### src/rtl/alu_mul_sequencer.sv
// alu_mul_sequencer
// Shift-and-add unsigned multiplier that borrows the shared execute-stage ALU
// for its additions. Operands arrive over a valid/ready request handshake, one
// ALU addition is issued per cycle while multiplier bits remain, and the low
// 32 bits of the product plus a true-overflow flag are returned over a
// valid/ready response handshake.

module alu_mul_sequencer #(
   parameter logic [3:0] ALU_ADD_CODE  = 4'b0010,
   parameter logic [3:0] ALU_IDLE_CODE = 4'b0000
) (
   input  logic        clk,
   input  logic        rst_n,
   input  logic        req_valid,
   output logic        req_ready,
   input  logic [31:0] req_a,
   input  logic [31:0] req_b,
   output logic        rsp_valid,
   input  logic        rsp_ready,
   output logic [31:0] rsp_prod,
   output logic        rsp_ovf,
   output logic [31:0] alu_a,
   output logic [31:0] alu_b,
   output logic [3:0]  alu_ctrl,
   input  logic [31:0] alu_result
);

   typedef enum logic [1:0] {
      ST_IDLE = 2'd0,
      ST_RUN  = 2'd1,
      ST_DONE = 2'd2
   } state_t;

   state_t      state_q, state_d;
   logic [31:0] p_q, p_d;
   logic [31:0] m_q, m_d;
   logic [31:0] q_q, q_d;
   logic        m_lost_q, m_lost_d;
   logic        ovf_q, ovf_d;

   // State and datapath registers; reset discards any in-flight operation.
   always_ff @(posedge clk or negedge rst_n) begin
      if (!rst_n) begin
         state_q  <= ST_IDLE;
         p_q      <= '0;
         m_q      <= '0;
         q_q      <= '0;
         m_lost_q <= 1'b0;
         ovf_q    <= 1'b0;
      end else begin
         state_q  <= state_d;
         p_q      <= p_d;
         m_q      <= m_d;
         q_q      <= q_d;
         m_lost_q <= m_lost_d;
         ovf_q    <= ovf_d;
      end
   end

   // Next-state, datapath update and handshake/ALU drive. The ALU is only
   // driven with real operands in RUN so it sees quiet inputs otherwise.
   // Overflow is exact: an added term either carries out of bit 31 or has
   // already lost multiplicand bits off the top, both of which imply the
   // full 64-bit product reaches 2^32.
   always_comb begin
      state_d   = state_q;
      p_d       = p_q;
      m_d       = m_q;
      q_d       = q_q;
      m_lost_d  = m_lost_q;
      ovf_d     = ovf_q;
      req_ready = 1'b0;
      rsp_valid = 1'b0;
      alu_a     = '0;
      alu_b     = '0;
      alu_ctrl  = ALU_IDLE_CODE;

      case (state_q)
         ST_IDLE: begin
            req_ready = 1'b1;
            if (req_valid) begin
               p_d      = '0;
               m_d      = req_a;
               q_d      = req_b;
               m_lost_d = 1'b0;
               ovf_d    = 1'b0;
               if (req_b == '0) begin
                  state_d = ST_DONE;
               end else begin
                  state_d = ST_RUN;
               end
            end
         end

         ST_RUN: begin
            alu_a    = p_q;
            alu_b    = m_q;
            alu_ctrl = ALU_ADD_CODE;
            if (q_q[0]) begin
               p_d   = alu_result;
               ovf_d = ovf_q | m_lost_q | (alu_result < p_q);
            end
            m_lost_d = m_lost_q | m_q[31];
            m_d      = {m_q[30:0], 1'b0};
            q_d      = {1'b0, q_q[31:1]};
            if (q_q[31:1] == 31'd0) begin
               state_d = ST_DONE;
            end
         end

         ST_DONE: begin
            rsp_valid = 1'b1;
            if (rsp_ready) begin
               state_d = ST_IDLE;
            end
         end

         default: begin
            state_d = ST_IDLE;
         end
      endcase
   end

   // Result outputs come straight from flops so they stay glitch-free and
   // stable for as long as DONE is held.
   assign rsp_prod = p_q;
   assign rsp_ovf  = ovf_q;

endmodule

### config.mk
export PLATFORM = sky130hd
export DESIGN_NAME = alu_mul_sequencer
export DESIGN_NICKNAME = d
export VERILOG_FILES = /design/src/rtl/alu_mul_sequencer.sv
export SDC_FILE = /design/constraint.sdc
export NUM_CORES = 1
export LEC_CHECK = 0
export CAP_MARGIN = 20
export CORE_ASPECT_RATIO = 1.25
export CORE_MARGIN = 2
export CORE_UTILIZATION = 44
export CTS_BUF_LIST = sky130_fd_sc_hd__clkbuf_4 sky130_fd_sc_hd__clkbuf_8 sky130_fd_sc_hd__clkbuf_16
export CTS_CLUSTER_DIAMETER = 30
export DETAILED_ROUTE_END_ITERATION = 8
export HOLD_SLACK_MARGIN = 0.05
export PLACE_DENSITY = 0.8
export SYNTH_ARGS = -nofsm -noshare
export SYNTH_HDL_FRONTEND = slang
export SYNTH_SLANG_ARGS = --single-unit
export TNS_END_PERCENT = 50
### constraint.sdc
create_clock -name clk -period 2.1 [get_ports clk]
set_clock_uncertainty 0.2 [all_clocks]
set_input_delay 0.42 -clock clk [delete_from_list [all_inputs] [get_ports clk]]
set_output_delay 0.42 -clock clk [all_outputs]
set_load 0.02 [all_outputs]
**After elaboration in Yosys (flattened, before gate mapping)**

Cells that the tools add are included.

- Output and inout port bits: 103
- Input bits: 100
- Register bits after elaboration: 100
- Word-level logic and storage cells: 44

- Magnitude comparators: 1
- Equality and inequality tests: 6
- Muxes and demuxes: 21
- Bitwise logic cells: 3
- Reduce and logical (&&, ||, !) cells: 7

Operators by type and width:

| kind | number |
|---|---|
| $mux 32 | 6 |
| $pmux 32 s2 | 3 |
| $logic_not 32->1 | 1 |
| $lt 32x32->1 | 1 |
| $logic_not 31->1 | 1 |
| $mux 2 | 5 |
| $ne 2x2->1 const B | 4 |
| $pmux 2 s3 | 1 |
| $reduce_and 3->1 | 2 |
| $mux 1 | 4 |
| $pmux 1 s2 | 2 |
| $or 1x1->1 | 3 |
| $eq 2x1->1 const B | 1 |
| $eq 2x2->1 const B | 1 |
| $logic_not 2->1 | 1 |
| $reduce_and 2->1 | 1 |
| $reduce_bool 2->1 | 1 |

**Longest topological paths before layout**

- Depth after elaboration: 4
- Mapped depth: 8
- Gate-level depth less buffers: 7

**Least setup slack after synthesis**

Ideal clock, no wire load.

- Path kind: register to output
- Start point: reg state_q[1]
- End point: out alu_a[0]
- Arrival time: 1.315 ns
- Required time: 1.480 ns
- Stages on the path, launching flop included: 7
- Slack: 0.165 ns
- Buffers on the path: 3
- Path through: dfrtp_1 nand2b_1 buf_4 inv_4 buf_6 buf_4 and2_1

- Longest elaborated chain between the ends: 2

RTL lines:

| what | line | source |
|---|---|---|
| start: declaration | 34 | `state_t state_q, state_d;` |
| start signal: assignment | 51 | `state_q <= state_d;` |
| $eq 2x1->1 | 78 | `case (state_q)` |
| $mux 32 | 78 |  |
| end: declaration | 22 | `output logic [31:0] alu_a,` |

Every way passes these cells.

**Worst setup path in the final report**

- Start point: reg state_q[0]
- End point: out alu_b[7]

- Longest elaborated chain between the ends: 2

RTL lines:

| what | line | source |
|---|---|---|
| $eq 2x1->1 | 78 |  |
| $mux 32 | 78 |  |
| end: declaration | 23 | `output logic [31:0] alu_b,` |

Every way passes these cells.

==> run summary <==
The run gives 0.245 as the overall track demand over capacity in global routing. The logic gate share of total power was 0.541; the mean instance size in the synthesized netlist was 10.0 sq um. The final layout contains routed wiring with a total length of 16,000 um.

With fillers left out, the area of the finished cells amounts to 7920 sq um. 0 antenna diodes ended up in the layout. Counting the buffers created by CTS gives 9.

The final number of hold-violating endpoints was 0; the count of port buffers added during placement was 199. Number of global-route vias before repair: 5,180. The number of gates on the worst path with buffers counted was 6; the required time at the worst-slack endpoint was 1.48 ns. Counting cells, the worst reg-to-reg path comes to 8. The logs give 0.000636 V for the maximum ir drop on the vdd rail and 4.77 mW for the switching power summed over all nets. Pin placement for this block handled 203 I/O pins. Setup repair after global routing could not meet its margin everywhere.

Nature of the critical path endpoint: an output port. Cell row count: 44. The first global-routing pass estimated 25,000 um of wire.

The total power per unit cell area is 1470 nW/um^2, and the y dimension of the die is 126 um. The share of the clock period used by the worst path is 1.01, and the flip-flop and latch count after synthesis is 100. The flow ran to the end, but the final reports show violations.

Summed over all cells, the static leakage comes to 3.59 nW. The maximum fanout along the worst path was 16; the clock network fraction of design power was 0.161. The tools report the clock latency on the worst-skew pair as 0.34 ns. The slowest stage of the critical path belongs to the cell dfrtp_1. Together, buffers and inverters on the worst path number 4.

The tools report the worst slack after detailed placement as -0.288 ns. The logs give 1.50 ns for the arrival time reported for the critical path endpoint and 4 for the iteration count of the initial detailed-routing pass. The run gives 23 as the final count of negative-setup-slack endpoints. The tools report the kind of start point of the critical path as a flip-flop.

By startpoint and endpoint, the worst setup path is classified as reg -> out. The signal on the critical path passes through buf_6, nand2b_4, inv_6, buf_12, and2_1, buf_2. The total DRC errors in the routed layout was 0. The routed length per instance is 17.6 um, and the synthesis-to-finish area growth is 50.8%.

The number of DRC markers in iteration 0 is 173. The synthesized netlist occupies a cell area of 5250 sq um. The post-placement cell area came out at 7600 sq um.

In this run the deepest clock path goes through 2 buffers. For the pin with the worst max-slew slack, the measured transition is 0.507 ns. The utilization after layout was 0.681. In this design, the stage delay of the slowest critical-path cell is 0.39 ns.

The final number of max-transition violations came out at 0. Synthesis handed over a netlist of 523 instances. The tools report the relative max-transition margin as 0.661. The proportion of layout cells with a drive suffix above 1 came out at 0.199. Yosys printed 0 warnings. For this run, the leading register cell type out of synthesis is dfrtp_1. The die covers 12,800 sq um.

Number of antenna violations at the first check in global routing: 0. The family with the most delay on the worst path was buffers and inverters. The capturing point of the worst reg2reg path was rsp_ovf. Clock tree synthesis found a total of 100 sinks. TritonCTS built the clock tree. The placed wire-length estimate after detailed placement is 11,500 um, and the overflow left after global routing is 0. The tool flagged a number of max-cap violations equal to 0.

The run gives 6.88 mW as the internal power component. The layout net count was 870; the ratio of routed vias to standard cells was 5.46. The top achievable clock speed is 472 MHz, and the setup slack of the worst register-to-register path is 0.14 ns. The fraction of the yosys area taken by sequential cells came out at 0.477. The final period demand of the worst path was 2.12 ns. The checks that failed: negative setup slack.

The run gives 64 as the pin count of the biggest net entering global routing. The worst register-to-register path begins at rsp_prod[30]. The switching power as a share of total power works out to 0.410.

The master cell of the clock root buffer is clkbuf_16. Clock-pin slew was measured on the worst setup and hold paths at 0.07 ns. The core region is 11,600 sq um. The H-tree generated during clock tree synthesis spans 3 levels. In this run the remaining antenna-violating nets after routing total 0.

The distinct cell type count after synthesis came out at 34. The logs give 0.298 for the sequential group share of total power and 4,938 for the total vias in the final route. The fraction of synthesis flops using an asynchronous set or reset pin was 1.00. The final setup slack of the worst path is -0.0196 ns.

The die span in x was 102 um; the initial core utilization was 0.452. In this run the worst hold path is classified as in -> async. The final estimated routing congestion in global placement came out at 0.879.

The number of flops mapped to enable cells by yosys is 0.
==> flip-flops by register name (all words and copies together) (netlist names) <==
signal / cells
m_lost_q: 1
m_q: 32
q_q: 32
rsp_ovf: 1
rsp_prod: 32
state_q: 2
==> layer usage <==
metal / GRT usage / vias to the layer above / part of all wire / routed length [um]
met4: 0.0874 / 0 / 0.020 / 316
met3: 0.0566 / 24 / 0.062 / 997
met5: 0 / - / 0 / 0
met2: 0.432 / 173 / 0.52 / 8220
met1: 0.286 / 2441 / 0.40 / 6420
li1: - / 2300 / - / -
==> worst register-to-register path, stage by stage, from the launching register on <==
cell and delay (ns):
dfrtp_1 0.38, inv_1 0.10, ha_1 0.31, nand4_1 0.17, buf_4 0.14, nor2_1 0.05, a2111oi_2 0.30, a21oi_1 0.11
a21oi_1 0.13
==> cells in the mapped netlist (all sizes together) (2+ instances only) <==
| library cell | number | area, sq um |
|---|---|---|
| inv | 33 | 126 |
| nand4 | 8 | 50.1 |
| a22o | 34 | 298 |
| nand2b | 3 | 18.8 |
| nand2 | 53 | 199 |
| nor4 | 16 | 100 |
| nor2 | 37 | 146 |
| ha | 31 | 388 |
| clkbuf | 15 | 56.3 |
| o21a | 2 | 15.0 |
| o21ai | 46 | 230 |
| a221o | 26 | 260 |
| a21oi | 22 | 110 |
| and2 | 34 | 213 |
| dfrtp | 100 | 2500 |
| mux2i | 31 | 310 |
| buf | 20 | 130 |
==> final cells by class <==
type | instances | area (sq um)
fill | 915 | 3700
inverter | 33 | 129
clock buffer | 11 | 253
timing repair buffer | 237 | 2210
multi-input combinational | 358 | 2530
clock inverter | 5 | 88.8
tap | 161 | 201
sequential | 100 | 2500
==> through the flow <==
stage               hold slack [ns]  cells  power [mW]  setup TNS, ns
floorplan                   -0.0756    525        6.96              0
global placement             0.0686    882        9.39          -7.34
detailed placement           0.0704    882        9.59          -8.40
CTS                           0.246    903        11.5          -2.41
global route                  0.280    905        12.4          -2.41
finish                        0.258    905        11.6         -0.208
==> worst max-delay path by stage <==
stage / start / endpoint
final: state_q[0] / alu_b[7]
after detailed placement: alu_result[31] / rsp_ovf
after CTS: state_q[0] / alu_a[16]
after global routing: state_q[0] / alu_b[3]
after global placement: alu_result[31] / rsp_ovf
after floorplan: state_q[1] / alu_a[0]
==> cell usage in the layout, fill, tap and decap left out, types with 3 or more instances in the layout <==
cell             count
conb_1               3
a21oi_1             22
buf_6               22
nand2_1             53
nor2_2              13
buf_2               40
inv_1               32
buf_12               8
inv_6                3
and2_4               8
a22o_1              34
o21ai_0             46
mux2i_1             31
ha_1                31
clkbuf_16            9
dfrtp_1            100
nor4_1              15
buf_4               31
a221o_1             26
nand4_1              8
and2_1              26
clkdlybuf4s50_1    131
nor2_1              23
==> power groups by stage <==
stage / logic, mW / registers, mW / clock network (mW)
after floorplan: 3.30 / 3.66 / 0
after global placement: 5.95 / 3.44 / 0
after detailed placement: 6.12 / 3.47 / 0
after CTS: 6.16 / 3.46 / 1.91
after global routing: 6.85 / 3.58 / 1.98
final: 6.30 / 3.47 / 1.88
==> repair_timing <==
item / CTS / global route
gates resized for setup: 235 / 102
hold buffers: 1 / 0
setup endpoints to repair: 99 / 97
pin swaps: 1 / 6
setup buffers: 3 / 2
cloned: 1 / 1
hold endpoints to repair: 100 / 0
==> logic make-up after synthesis <==
kind of cell,Yosys count,synth area share
AOI/OAI and AO/OA,136,0.185
adders and majority gates,31,0.0739
buffers and inverters,68,0.0596
DFF,100,0.477
muxes,31,0.0591
other,1,0.000714
and+or+nand+nor,156,0.145
No activity file was read; power rests on OpenSTA's default activity.
==> RTL change: new RTL, same flow settings <==
Put one more register stage on the output `rsp_ovf`, with the module's reset. The value now appears one clock later. The other outputs are not delayed to match.
--- a/src/rtl/alu_mul_sequencer.sv
+++ b/src/rtl/alu_mul_sequencer.sv
@@ -124,7 +124,13 @@
    // Result outputs come straight from flops so they stay glitch-free and
    // stable for as long as DONE is held.
    assign rsp_prod = p_q;
-   assign rsp_ovf  = ovf_q;
+   always_ff @(posedge clk or negedge rst_n) begin
+      if (!rst_n) begin
+         rsp_ovf <= '0;
+      end else begin
+         rsp_ovf <= ovf_q;
+      end
+   end
 
 endmodule
 
Formal check against the unedited RTL: not equivalent (a bounded check fails within 4 cycles, from zero or initial values and one cycle with rst_n low).
==> RTL change against the unedited design <==
  * The flow still finishes with violations (negative setup slack)
  * Area after synthesis up 0.93%
  * Critical endpoint is now ovf_q
  * Power up 5.2%
  * Cell count increased by 3.5%
  * Count of clock-buffer cells in the layout rose by 1
  * Sequential cell count is 1 higher
  * Core utilization grew 2.0 points
  * Wire length fell by 0.62%
  * Design area increased by 3.4%
  * Critical path type is now in2reg
  * Setup slack lost 27 ps
==> RTL change: results <==
export IMPL_fill_cells=920
export IMPL_port_buffers=199
export IMPL_r2r_setup_slack_ps=0
export IMPL_cts_root_buf="clkbuf_16"
export IMPL_layout_setup_ws_ps=-46.7
export IMPL_met2WireLength_um=8060
export IMPL_antenna_found_initial=0
export IMPL_drtIter0Drc=250
export IMPL_top_layer_used="met4"
export IMPL_num_vias=4982
export IMPL_critPathMaxFanout=2
export IMPL_wl_met1_um=6380
export IMPL_drt_total_wl_um=15900
export IMPL_grt_pass1_vias=5141
export IMPL_nets=903
export IMPL_setup_viol=1
export IMPL_synth_cell_types=35
export IMPL_ys_warnings_count=0
export IMPL_drive_gt1_frac=0.228
export IMPL_whs_ps=249
export IMPL_grt_max_degree=63
export IMPL_status="finished with violations"
export IMPL_clock_sinks=101
export IMPL_grt_pass1_wl_um=25400
export IMPL_gp_congestion=0.884
export IMPL_hpwl_um=11700
export IMPL_hp_class="reg2reg"
export IMPL_yosysSeqAreaShare=0.477
export IMPL_netlist_top_cells_count="101 x dfrtp_1, 60 x inv_1, 44 x nand2_1"
export IMPL_synthTopCellsByArea="dfrtp_1 48%, ha_1 7.3%, mux2i_1 5.9%, a22o_1 5.6%, a221oi_1 4.3%"
export IMPL_cts_buffers=9
export IMPL_violations="negative setup slack"
export IMPL_cts_max_level=3
export IMPL_vdd_drop_max_mv=0.764
export IMPL_wl_met3_um=978
export IMPL_path_clk_slew_ps=60
export IMPL_worst_pin_slew_ps=503
export IMPL_async_flop_share=1.00
export IMPL_drt_first_pass_iters=4
export IMPL_track_usage=0.247
export IMPL_power_leakage_nw=3.92
export IMPL_clkLatencyLatePin_ps=340
export IMPL_antennaDiodeCount=0
export IMPL_clockBufferDepth=2
export IMPL_ys_flop_type="dfrtp_1"
export IMPL_coreArea_um2=11700
export IMPL_power_switching_share=0.408
[RTL change: worst max-delay path: stages]
cell,delay (ps)
clkdlybuf4s50_1,450
ha_1,320
nand4_1,150
nor3_2,230
or3b_2,450
o22a_1,160
[RTL change: area by class of cell]
cell class,count,share of cell area
Sequential cell,101,0.310
Multi-Input combinational cell,351,0.307
Timing Repair Buffer,248,0.289
Clock buffer,12,0.0318
Inverter,61,0.0289
Tap cell,161,0.0246
Clock inverter,3,0.00841
[RTL change: final timing paths]
kind                                     start      endpoint  cells after the start
worst max-delay path            alu_result[21]         ovf_q                      6
worst min-delay path                     ovf_q       rsp_ovf                      0
worst max register to register    rsp_prod[26]         ovf_q                      6
worst min register to register           ovf_q       rsp_ovf                      0
max in group asynchronous                rst_n       m_q[26]                      3
min in group asynchronous                rst_n  rsp_prod[21]                      2
[RTL change: stage by stage]
step                worst slack (ps)  std cells  TNS [ps]   util  instance area [um^2]
finish                         -46.7        937     -46.7  0.701                  8180
detailed placement              -412        917     -7420  0.664                  7750
floorplan                       28.1        548         0      -                  5320
CTS                             -129        934     -3090  0.700                  8180
global placement                -389        917     -6230  0.664                  7750
global route                   -88.3        937      -499  0.701                  8180
[RTL change: kinds of logic (layout without fill, tap and decap cells)]
| group | Yosys count | after routing | synth area share |
|---|---|---|---|
| flip-flops | 101 | 101 | 0.477 |
| other | 1 | 3 | 0.000708 |
| buffers and inverters | 96 | 324 | 0.0734 |
| AO/OA/AOI/OAI | 132 | 132 | 0.175 |
| adder cells (fa/ha/maj) | 31 | 31 | 0.0732 |
| AND/OR/NAND/NOR | 154 | 154 | 0.142 |
| multiplexers | 31 | 31 | 0.0586 |
[RTL change: power groups by stage]
stage          sequential (W)  clock [W]  combinational (W)
4_1_cts               0.00340    0.00186            0.00674
3_3_place_gp          0.00337          0            0.00643
5_1_grt               0.00355    0.00194            0.00760
2_1_floorplan         0.00357          0            0.00354
6_report              0.00344    0.00182            0.00699
3_5_place_dp          0.00342          0            0.00661
[RTL change: what timing repair did]
action	in CTS	in global routing
pin swaps	3	15
endpoints found under the setup margin	76	105
cloned	1	2
hold buffers	1	0
setup buffers	0	1
resized for setup	289	90
endpoints found under the hold margin	17	0
[RTL change: metal layers]
metal / track usage / up-vias
met5: 0 / -
met4: 0.101 / 0
met3: 0.0474 / 35
met2: 0.425 / 198
met1: 0.301 / 2376
li1: - / 2373
